## config.mk

```make
export PLATFORM = sky130hd
export DESIGN_NAME = rvga_lsu_flat
export DESIGN_NICKNAME = d
export VERILOG_FILES = /design/src/rtl/rvga_lsu_if.sv /design/src/rtl/rvga_lsu.sv /design/src/flat_wrapper.sv
export SDC_FILE = /design/constraint.sdc
export NUM_CORES = 1
export LEC_CHECK = 0
export CAP_MARGIN = 20
export CORE_ASPECT_RATIO = 1.25
export CORE_MARGIN = 2
export CORE_UTILIZATION = 40
export DETAILED_ROUTE_END_ITERATION = 6
export GPL_ROUTABILITY_DRIVEN = 1
export PLACE_DENSITY = 0.85
export SYNTH_ARGS = -nofsm -noshare
export SYNTH_HDL_FRONTEND = slang
export SYNTH_SLANG_ARGS = --single-unit
```

## constraint.sdc

```tcl
create_clock -name clk_i -period 2.9 [get_ports clk_i]
set_input_delay 0.725 -clock clk_i [delete_from_list [all_inputs] [get_ports clk_i]]
set_output_delay 0.725 -clock clk_i [all_outputs]
set_load 0.02 [all_outputs]
```

## src/rtl/rvga_lsu_if.sv

```systemverilog
// Load/store unit bus bundle: execute-side op channel, data-memory request and
// response channels, and the writeback result channel. Names are seen from the LSU.
interface rvga_lsu_if #(
    parameter int addr_width_p = 32
);
    logic                    exe_v_i;
    logic                    exe_ready_o;
    logic                    exe_load_i;
    logic                    exe_store_i;
    logic [2:0]              exe_op_i;
    logic [addr_width_p-1:0] exe_addr_i;
    logic [31:0]             exe_wdata_i;

    logic                    mem_v_o;
    logic                    mem_ready_i;
    logic                    mem_we_o;
    logic [addr_width_p-1:0] mem_addr_o;
    logic [3:0]              mem_wmask_o;
    logic [31:0]             mem_wdata_o;
    logic                    mem_resp_v_i;
    logic [31:0]             mem_rdata_i;

    logic                    wb_v_o;
    logic                    wb_ready_i;
    logic [31:0]             wb_data_o;
    logic                    wb_err_o;

    // The LSU side
    modport master (
        input  exe_v_i, exe_load_i, exe_store_i, exe_op_i, exe_addr_i, exe_wdata_i,
        output exe_ready_o,
        output mem_v_o, mem_we_o, mem_addr_o, mem_wmask_o, mem_wdata_o,
        input  mem_ready_i, mem_resp_v_i, mem_rdata_i,
        output wb_v_o, wb_data_o, wb_err_o,
        input  wb_ready_i
    );

    // Execute, memory and writeback as seen from outside the LSU
    modport slave (
        output exe_v_i, exe_load_i, exe_store_i, exe_op_i, exe_addr_i, exe_wdata_i,
        input  exe_ready_o,
        input  mem_v_o, mem_we_o, mem_addr_o, mem_wmask_o, mem_wdata_o,
        output mem_ready_i, mem_resp_v_i, mem_rdata_i,
        input  wb_v_o, wb_data_o, wb_err_o,
        output wb_ready_i
    );
endinterface

```

## src/rtl/rvga_lsu.sv

```systemverilog
// Load/store unit: one op at a time, word-aligned memory requests with byte lanes,
// sign/zero-extended load return, misaligned/illegal ops answered without memory.
module rvga_lsu #(
    parameter int addr_width_p = 32
) (
    input  logic          clk_i,
    input  logic          reset_n_i,
    rvga_lsu_if.master    lsu_io
);
    localparam logic [1:0] IDLE = 2'd0;
    localparam logic [1:0] REQ  = 2'd1;
    localparam logic [1:0] RESP = 2'd2;
    localparam logic [1:0] DONE = 2'd3;

    logic [1:0]              state_q, state_d;
    logic [2:0]              op_q, op_d;
    logic [addr_width_p-1:0] addr_q, addr_d;
    logic [31:0]             wdata_q, wdata_d;
    logic                    store_q, store_d;
    logic [31:0]             data_q, data_d;
    logic                    err_q, err_d;

    logic        op_legal, illegal, misaligned;
    logic [3:0]  lane_mask;
    logic [31:0] lane_wdata, shifted, extracted;

    // Decode the incoming op for legality and alignment before anything is latched
    always_comb begin
        case (lsu_io.exe_op_i)
            3'b000, 3'b001, 3'b010: op_legal = 1'b1;
            3'b100, 3'b101:         op_legal = lsu_io.exe_load_i;
            default:                op_legal = 1'b0;
        endcase
        illegal    = (lsu_io.exe_load_i == lsu_io.exe_store_i) || !op_legal;
        misaligned = ((lsu_io.exe_op_i[1:0] == 2'b01) && lsu_io.exe_addr_i[0]) ||
                     ((lsu_io.exe_op_i[1:0] == 2'b10) && (lsu_io.exe_addr_i[1:0] != 2'b00));
    end

    // Store byte lanes and load extraction from the latched op
    always_comb begin
        case (op_q[1:0])
            2'b00: begin
                lane_mask  = 4'b0001 << addr_q[1:0];
                lane_wdata = {4{wdata_q[7:0]}};
            end
            2'b01: begin
                lane_mask  = addr_q[1] ? 4'b1100 : 4'b0011;
                lane_wdata = {2{wdata_q[15:0]}};
            end
            default: begin
                lane_mask  = 4'b1111;
                lane_wdata = wdata_q;
            end
        endcase
        shifted = lsu_io.mem_rdata_i >> {addr_q[1:0], 3'b000};
        case (op_q)
            3'b000:  extracted = {{24{shifted[7]}}, shifted[7:0]};
            3'b001:  extracted = {{16{shifted[15]}}, shifted[15:0]};
            3'b100:  extracted = {24'd0, shifted[7:0]};
            3'b101:  extracted = {16'd0, shifted[15:0]};
            default: extracted = shifted;
        endcase
    end

    // Next-state logic: accept, request, wait for read data, hold result
    always_comb begin
        state_d = state_q;
        op_d    = op_q;
        addr_d  = addr_q;
        wdata_d = wdata_q;
        store_d = store_q;
        data_d  = data_q;
        err_d   = err_q;
        case (state_q)
            IDLE: if (lsu_io.exe_v_i) begin
                op_d    = lsu_io.exe_op_i;
                addr_d  = lsu_io.exe_addr_i;
                wdata_d = lsu_io.exe_wdata_i;
                store_d = lsu_io.exe_store_i;
                data_d  = 32'd0;
                err_d   = illegal || misaligned;
                state_d = (illegal || misaligned) ? DONE : REQ;
            end
            REQ: if (lsu_io.mem_ready_i) begin
                state_d = store_q ? DONE : RESP;
            end
            RESP: if (lsu_io.mem_resp_v_i) begin
                data_d  = extracted;
                state_d = DONE;
            end
            default: if (lsu_io.wb_ready_i) begin
                state_d = IDLE;
            end
        endcase
    end

    // State and op registers, synchronous active-low reset
    always_ff @(posedge clk_i) begin
        if (!reset_n_i) begin
            state_q <= IDLE;
            op_q    <= 3'd0;
            addr_q  <= '0;
            wdata_q <= 32'd0;
            store_q <= 1'b0;
            data_q  <= 32'd0;
            err_q   <= 1'b0;
        end else begin
            state_q <= state_d;
            op_q    <= op_d;
            addr_q  <= addr_d;
            wdata_q <= wdata_d;
            store_q <= store_d;
            data_q  <= data_d;
            err_q   <= err_d;
        end
    end

    assign lsu_io.exe_ready_o = (state_q == IDLE);
    assign lsu_io.mem_v_o     = (state_q == REQ);
    assign lsu_io.mem_we_o    = lsu_io.mem_v_o && store_q;
    assign lsu_io.mem_addr_o  = {addr_q[addr_width_p-1:2], 2'b00};
    assign lsu_io.mem_wmask_o = store_q ? lane_mask : 4'b0000;
    assign lsu_io.mem_wdata_o = store_q ? lane_wdata : 32'd0;
    assign lsu_io.wb_v_o      = (state_q == DONE);
    assign lsu_io.wb_data_o   = lsu_io.wb_v_o ? data_q : 32'd0;
    assign lsu_io.wb_err_o    = lsu_io.wb_v_o && err_q;
endmodule

```

## src/flat_wrapper.sv

```systemverilog
// flat-port wrapper written by rule: the top's interface ports become plain ports
module rvga_lsu_flat 
#(
    parameter int addr_width_p = 32
)
  (clk_i, reset_n_i, lsu_io_exe_v_i, lsu_io_exe_load_i, lsu_io_exe_store_i, lsu_io_exe_op_i, lsu_io_exe_addr_i, lsu_io_exe_wdata_i, lsu_io_exe_ready_o, lsu_io_mem_v_o, lsu_io_mem_we_o, lsu_io_mem_addr_o, lsu_io_mem_wmask_o, lsu_io_mem_wdata_o, lsu_io_mem_ready_i, lsu_io_mem_resp_v_i, lsu_io_mem_rdata_i, lsu_io_wb_v_o, lsu_io_wb_data_o, lsu_io_wb_err_o, lsu_io_wb_ready_i);
  rvga_lsu_if #(.addr_width_p(addr_width_p)) lsu_io_i ();
  input  logic clk_i;
  input  logic reset_n_i;
  input wire logic [$bits(lsu_io_i.exe_v_i)-1:0] lsu_io_exe_v_i;
  input wire logic [$bits(lsu_io_i.exe_load_i)-1:0] lsu_io_exe_load_i;
  input wire logic [$bits(lsu_io_i.exe_store_i)-1:0] lsu_io_exe_store_i;
  input wire logic [$bits(lsu_io_i.exe_op_i)-1:0] lsu_io_exe_op_i;
  input wire logic [$bits(lsu_io_i.exe_addr_i)-1:0] lsu_io_exe_addr_i;
  input wire logic [$bits(lsu_io_i.exe_wdata_i)-1:0] lsu_io_exe_wdata_i;
  output wire logic [$bits(lsu_io_i.exe_ready_o)-1:0] lsu_io_exe_ready_o;
  output wire logic [$bits(lsu_io_i.mem_v_o)-1:0] lsu_io_mem_v_o;
  output wire logic [$bits(lsu_io_i.mem_we_o)-1:0] lsu_io_mem_we_o;
  output wire logic [$bits(lsu_io_i.mem_addr_o)-1:0] lsu_io_mem_addr_o;
  output wire logic [$bits(lsu_io_i.mem_wmask_o)-1:0] lsu_io_mem_wmask_o;
  output wire logic [$bits(lsu_io_i.mem_wdata_o)-1:0] lsu_io_mem_wdata_o;
  input wire logic [$bits(lsu_io_i.mem_ready_i)-1:0] lsu_io_mem_ready_i;
  input wire logic [$bits(lsu_io_i.mem_resp_v_i)-1:0] lsu_io_mem_resp_v_i;
  input wire logic [$bits(lsu_io_i.mem_rdata_i)-1:0] lsu_io_mem_rdata_i;
  output wire logic [$bits(lsu_io_i.wb_v_o)-1:0] lsu_io_wb_v_o;
  output wire logic [$bits(lsu_io_i.wb_data_o)-1:0] lsu_io_wb_data_o;
  output wire logic [$bits(lsu_io_i.wb_err_o)-1:0] lsu_io_wb_err_o;
  input wire logic [$bits(lsu_io_i.wb_ready_i)-1:0] lsu_io_wb_ready_i;
  assign lsu_io_i.exe_v_i = lsu_io_exe_v_i;
  assign lsu_io_i.exe_load_i = lsu_io_exe_load_i;
  assign lsu_io_i.exe_store_i = lsu_io_exe_store_i;
  assign lsu_io_i.exe_op_i = lsu_io_exe_op_i;
  assign lsu_io_i.exe_addr_i = lsu_io_exe_addr_i;
  assign lsu_io_i.exe_wdata_i = lsu_io_exe_wdata_i;
  assign lsu_io_exe_ready_o = lsu_io_i.exe_ready_o;
  assign lsu_io_mem_v_o = lsu_io_i.mem_v_o;
  assign lsu_io_mem_we_o = lsu_io_i.mem_we_o;
  assign lsu_io_mem_addr_o = lsu_io_i.mem_addr_o;
  assign lsu_io_mem_wmask_o = lsu_io_i.mem_wmask_o;
  assign lsu_io_mem_wdata_o = lsu_io_i.mem_wdata_o;
  assign lsu_io_i.mem_ready_i = lsu_io_mem_ready_i;
  assign lsu_io_i.mem_resp_v_i = lsu_io_mem_resp_v_i;
  assign lsu_io_i.mem_rdata_i = lsu_io_mem_rdata_i;
  assign lsu_io_wb_v_o = lsu_io_i.wb_v_o;
  assign lsu_io_wb_data_o = lsu_io_i.wb_data_o;
  assign lsu_io_wb_err_o = lsu_io_i.wb_err_o;
  assign lsu_io_i.wb_ready_i = lsu_io_wb_ready_i;
  rvga_lsu #(.addr_width_p(addr_width_p)) u_core (.clk_i(clk_i), .reset_n_i(reset_n_i), .lsu_io(lsu_io_i));
endmodule
```

# After elaboration in Yosys (flattened, before gate mapping)
# Cells that the tools add are included.
# word_totals
latch_bits,0
memories,0
reg_bits,103
wordCells,64
output_inout_bits,105
input_bits,107
ramBits,0
mem_bits_ro,0
# classes
shifts,2
muxes,18
add_sub_neg,0
mul,0
bitwise_logic,0
n_eq_ne,17
n_div,0
n_lt_le_gt_ge,0
reduce_logical,20
# ops
operator,count
$mux 32,4
$pmux 32 s2,2
$pmux 32 s4,1
$shr 32x5->32,1
$eq 3x3->1 const B,4
$mux 2,5
$mux 4,2
$pmux 4 s2,1
$eq 2x1->1 const B,3
$eq 2x2->1 const B,3
$eq 3x1->1 const B,2
$logic_not 3->1,2
$ne 2x2->1 const B,3
$pmux 2 s3,1
$logic_and 1x1->1,4
$logic_not 2->1,2
$reduce_and 4->1,1
$reduce_bool 2->1,2
$reduce_bool 4->1,1
$shl 1x2->4 const A,1
$eq 3x2->1 const B,1
$logic_or 1x1->1,3
$reduce_and 3->1,1
$reduce_or 3->1,1
6 further kinds,6

# Logic depth before layout (Yosys ltp)
# depth
ltp_word,9
mapped_depth,9
ltp_nobuf,6

# Worst setup path after synthesis
# OpenSTA, ideal clock, no wires.
# synth_timing
path_kind,reg2out
from,register u_core.op_q[1]
to,output port lsu_io_mem_wmask_o[2]
setup_slack_ns,0.575
required_ns,2.175
path_stages_with_launch,6
n_path_buf,3
t_arrival_ns,1.600
path_cell_list,dfxtp_1 clkbuf_1 buf_1 clkbuf_1 a21oi_1 nor2b_1
# synth_between
elab_chain_cells,3
elab_cells_between_ends,4
cone_classes,eq/ne: 1; mux: 2; reduce/logical: 1
# synth_lines
item,line_no,rtl
"start, declared",rvga_lsu.sv:16,"logic [2:0] op_q, op_d;"
"start signal, assigned",rvga_lsu.sv:109,op_q <= op_d;
$eq 2x1->1 / $logic_not 2->1 (equally long branches),rvga_lsu.sv:41,case (op_q[1:0])
$pmux 4 s2 (*),rvga_lsu.sv:41,
$mux 4 (*),rvga_lsu.sv:122,assign lsu_io.mem_wmask_o = store_q ? lane_mask : 4'b0000;
"end, declared",flat_wrapper.sv:20,output wire logic [$bits(lsu_io_i.mem_wmask_o)-1:0] lsu_io_mem_wmask_o;
# Every way passes the cells marked *; elsewhere a longest branch is shown, timed or not.

# Worst setup path in the final report
# layout_timing
from,register u_core.state_q[0]
to,output port lsu_io_wb_data_o[7]
# layout_between
elab_chain_cells,2
# layout_lines
item,line_no,rtl
"start, declared",rvga_lsu.sv:15,"logic [1:0] state_q, state_d;"
"start signal, assigned",rvga_lsu.sv:108,state_q <= state_d;
$eq 2x2->1,rvga_lsu.sv:124,assign lsu_io.wb_v_o = (state_q == DONE);
$mux 32,rvga_lsu.sv:125,assign lsu_io.wb_data_o = lsu_io.wb_v_o ? data_q : 32'd0;
"end, declared",flat_wrapper.sv:26,output wire logic [$bits(lsu_io_i.wb_data_o)-1:0] lsu_io_wb_data_o;
# No other way between the ends.

==> reports/metrics.cfg <==
[outcome]
status=completed

[critical_path]
path_max_fanout=30
arrival_ns=2.05
timing.rr.start=u_core.state_q[0]$_SDFFE_PN0P_
cp-end-kind=primary output
cp.required_ns=2.17
critPathKind=register to primary output
startpoint=u_core.state_q[0]$_SDFFE_PN0P_
critPathLaunchType=register

[timing]
fin_crit_ns=2.774
worst_slew_pin_slew_ns=0.8221
fmax_ghz=0.3605
slew_headroom_pct=44.77
finalSetupViolCount=0
period_share_pct=95.64
hold_violations=0
slew_violations=0
fin_setup_tns_ns=0
grt_setup_unrepaired=false
final.setup_skew_ns=0.006076

[placed_design]
gp_congestion=0.8156
io_buffers=209
place_hpwl_um=11340

[synthesis]
ys_types=44
synth_edf_count=0
synth-async-reset-ratio_pct=0
synth_top_area_share_pct=39.34
syn_area_um2=5241
synth_top_cell_by_area=dfxtp_1
synth-seq-cells=103
netlist_top_cells_area=dfxtp_1, nand2_1, a21oi_1
seq_area_frac_synth_pct=39.34
synth_common_cells=nand2_1, dfxtp_1, a21oi_1, and2_1, clkbuf_1
yosys_warnings=0
postSynthCellCount=637
syn_area_per_cell_um2=8.228
synth_most_common_cell=nand2_1
synth_ff_type=dfxtp_1

[global_routing]
overflow=0
grt_pass1_wl_um=24580
antenna_found_initial=1
grt_pass1_vias=4803
track_usage_pct=21.95
grt_max_degree=70

[clock_network]
numCtsBuffers=9
root_buffer=clkbuf_16
clk_path_buf_depth=2
cts.clk_slew.worst_paths_ns=0.07
clkLatencyLatePin_ns=0.34
htreeDepth=3
cts.sinks=103
cts_setup_buffers=0
cts-resized-gates=0
cts_hold_buf=0
cts_tree=yes

[die]
rows=46
dieArea_um2=14040
die_w_um=106.4
core_um2=12720
start_util_pct=41.21
die_h_um=132.0
io_pins=212

[worst_hold_path]
min-delay-start=u_core.wdata_q[31]$_SDFFE_PN0P_
hp-class=register to register

[layout]
drive_gt1_share_pct=8.291
syn_to_final_growth_pct=44.43
final_util_pct=59.51
final_nets=902

[flow_run]
timing.max_cap.violations=0

[detailed_routing]
avgViaCountPerCell=5.076
wirelength_um=15570
post_drt_wl_per_cell_um=16.13
via_count=4898
drtIter0Drc=260
ant_nets=0
drt_pass1_iterations=4
drc=0

[pwr]
peakVddDrop_mv=0.3309
p_leak_nw=2.741
p_per_area_nw_per_um2=642.7

## path summary, 6_finish.rpt
| path | to | slack, ns | cells past startpoint |
|---|---|---|---|
| setup / recovery | lsu_io_wb_data_o[7] | 0.13 | 4 |
| setup reg to reg | u_core.data_q[30]$_SDFFE_PN0P_ | 0.72 | 6 |
| hold / removal | u_core.wdata_q[31]$_SDFFE_PN0P_ | 0.45 | 2 |
| hold reg to reg | u_core.wdata_q[31]$_SDFFE_PN0P_ | 0.45 | 2 |
## worst max-delay path, stage by stage (launching register included)
cell and delay (ns):
dfxtp_1 0.38, ha_1 0.36, buf_12 0.20, and2_1 0.14, clkdlybuf4s50_1 0.62
## metal layers
metal | vias to the layer above | GRT usage, % | wire length (um)
met5 | - | 0 | 0
met4 | 0 | 8.260 | 414
met3 | 26 | 6.327 | 1205
met2 | 169 | 38.53 | 7840
met1 | 2263 | 25.00 | 6107
li1 | 2440 | - | -
## power breakdown
group          leakage, nW  internal, mW  switching, mW
Sequential           0.841          1.63          0.137
Combinational         1.76         0.857           1.09
Clock                0.139         0.611          0.541
Total                 2.74          3.09           1.77
## cell type report
class                      count  area (um2)
multi-input combinational    448        2713
timing repair buffer         224        2280
fill                        1126        5150
clock inverter                 6       43.79
tap                          168       210.2
clock buffer                  10       239.0
antenna                        1       2.502
sequential                   103        2063
inverter                       5       18.77
## state kept, by name, indices dropped and copies added (netlist names)
| register | flops |
|---|---|
| u_core.state_q | 2 |
| u_core.addr_q | 32 |
| u_core.err_q | 1 |
| u_core.data_q | 32 |
| u_core.store_q | 1 |
| u_core.wdata_q | 32 |
| u_core.op_q | 3 |
## metrics by stage
step / setup slack (ns) / total power [mW] / instances / hold slack [ns] / area [um2]
6_report: 0.1263 / 4.865 / 965 / 0.4534 / 7570
5_1_grt: 0.02883 / 5.173 / 965 / 0.4724 / 7570
4_1_cts: 0.03798 / 4.909 / 964 / 0.4558 / 7548
3_5_place_dp: 0.2917 / 3.744 / 948 / 0.4404 / 7266
3_3_place_gp: 0.3812 / 3.700 / 948 / 0.4381 / 7266
2_1_floorplan: 0.5753 / 3.101 / 638 / 0.4242 / 5245
## cell families after synthesis
family / Yosys count / share of synthesized area (%)
xor+xnor: 1 / 0.1671
flops: 103 / 39.34
compound gates: 134 / 16.52
other cells: 1 / 0.07155
mux: 43 / 10.53
simple gates: 264 / 23.28
buf+inv: 87 / 9.143
fa+ha+maj: 4 / 0.9549
## layout by cell type, fill, tap and decap left out, types with 2 or more instances in the layout
| master | Yosys | routed |
|---|---|---|
| nor2_1 | 18 | 17 |
| a221oi_1 | 8 | 8 |
| conb_1 | 1 | 2 |
| a22oi_1 | 8 | 8 |
| o21ai_0 | 8 | 8 |
| clkinv_2 | 0 | 2 |
| a21boi_0 | 8 | 8 |
| inv_6 | 0 | 2 |
| inv_1 | 4 | 4 |
| clkbuf_16 | 0 | 9 |
| buf_4 | 32 | 8 |
| buf_12 | 0 | 5 |
| buf_6 | 4 | 2 |
| and3_1 | 2 | 2 |
| dlymetal6s2s_1 | 0 | 2 |
| and2_1 | 50 | 49 |
| o2bb2ai_1 | 8 | 8 |
| mux4_2 | 8 | 8 |
| mux2i_1 | 18 | 18 |
| o21a_1 | 2 | 2 |
| mux2_2 | 17 | 17 |
| nand2_1 | 163 | 162 |
| a221o_1 | 16 | 16 |
| a21oi_1 | 73 | 73 |
| nor4_1 | 3 | 3 |
| nor2b_1 | 14 | 14 |
| clkdlybuf4s50_1 | 0 | 207 |
| nor3_1 | 2 | 2 |
| dfxtp_1 | 103 | 102 |
| ha_1 | 4 | 4 |
(Power assumes the default switching activity.)
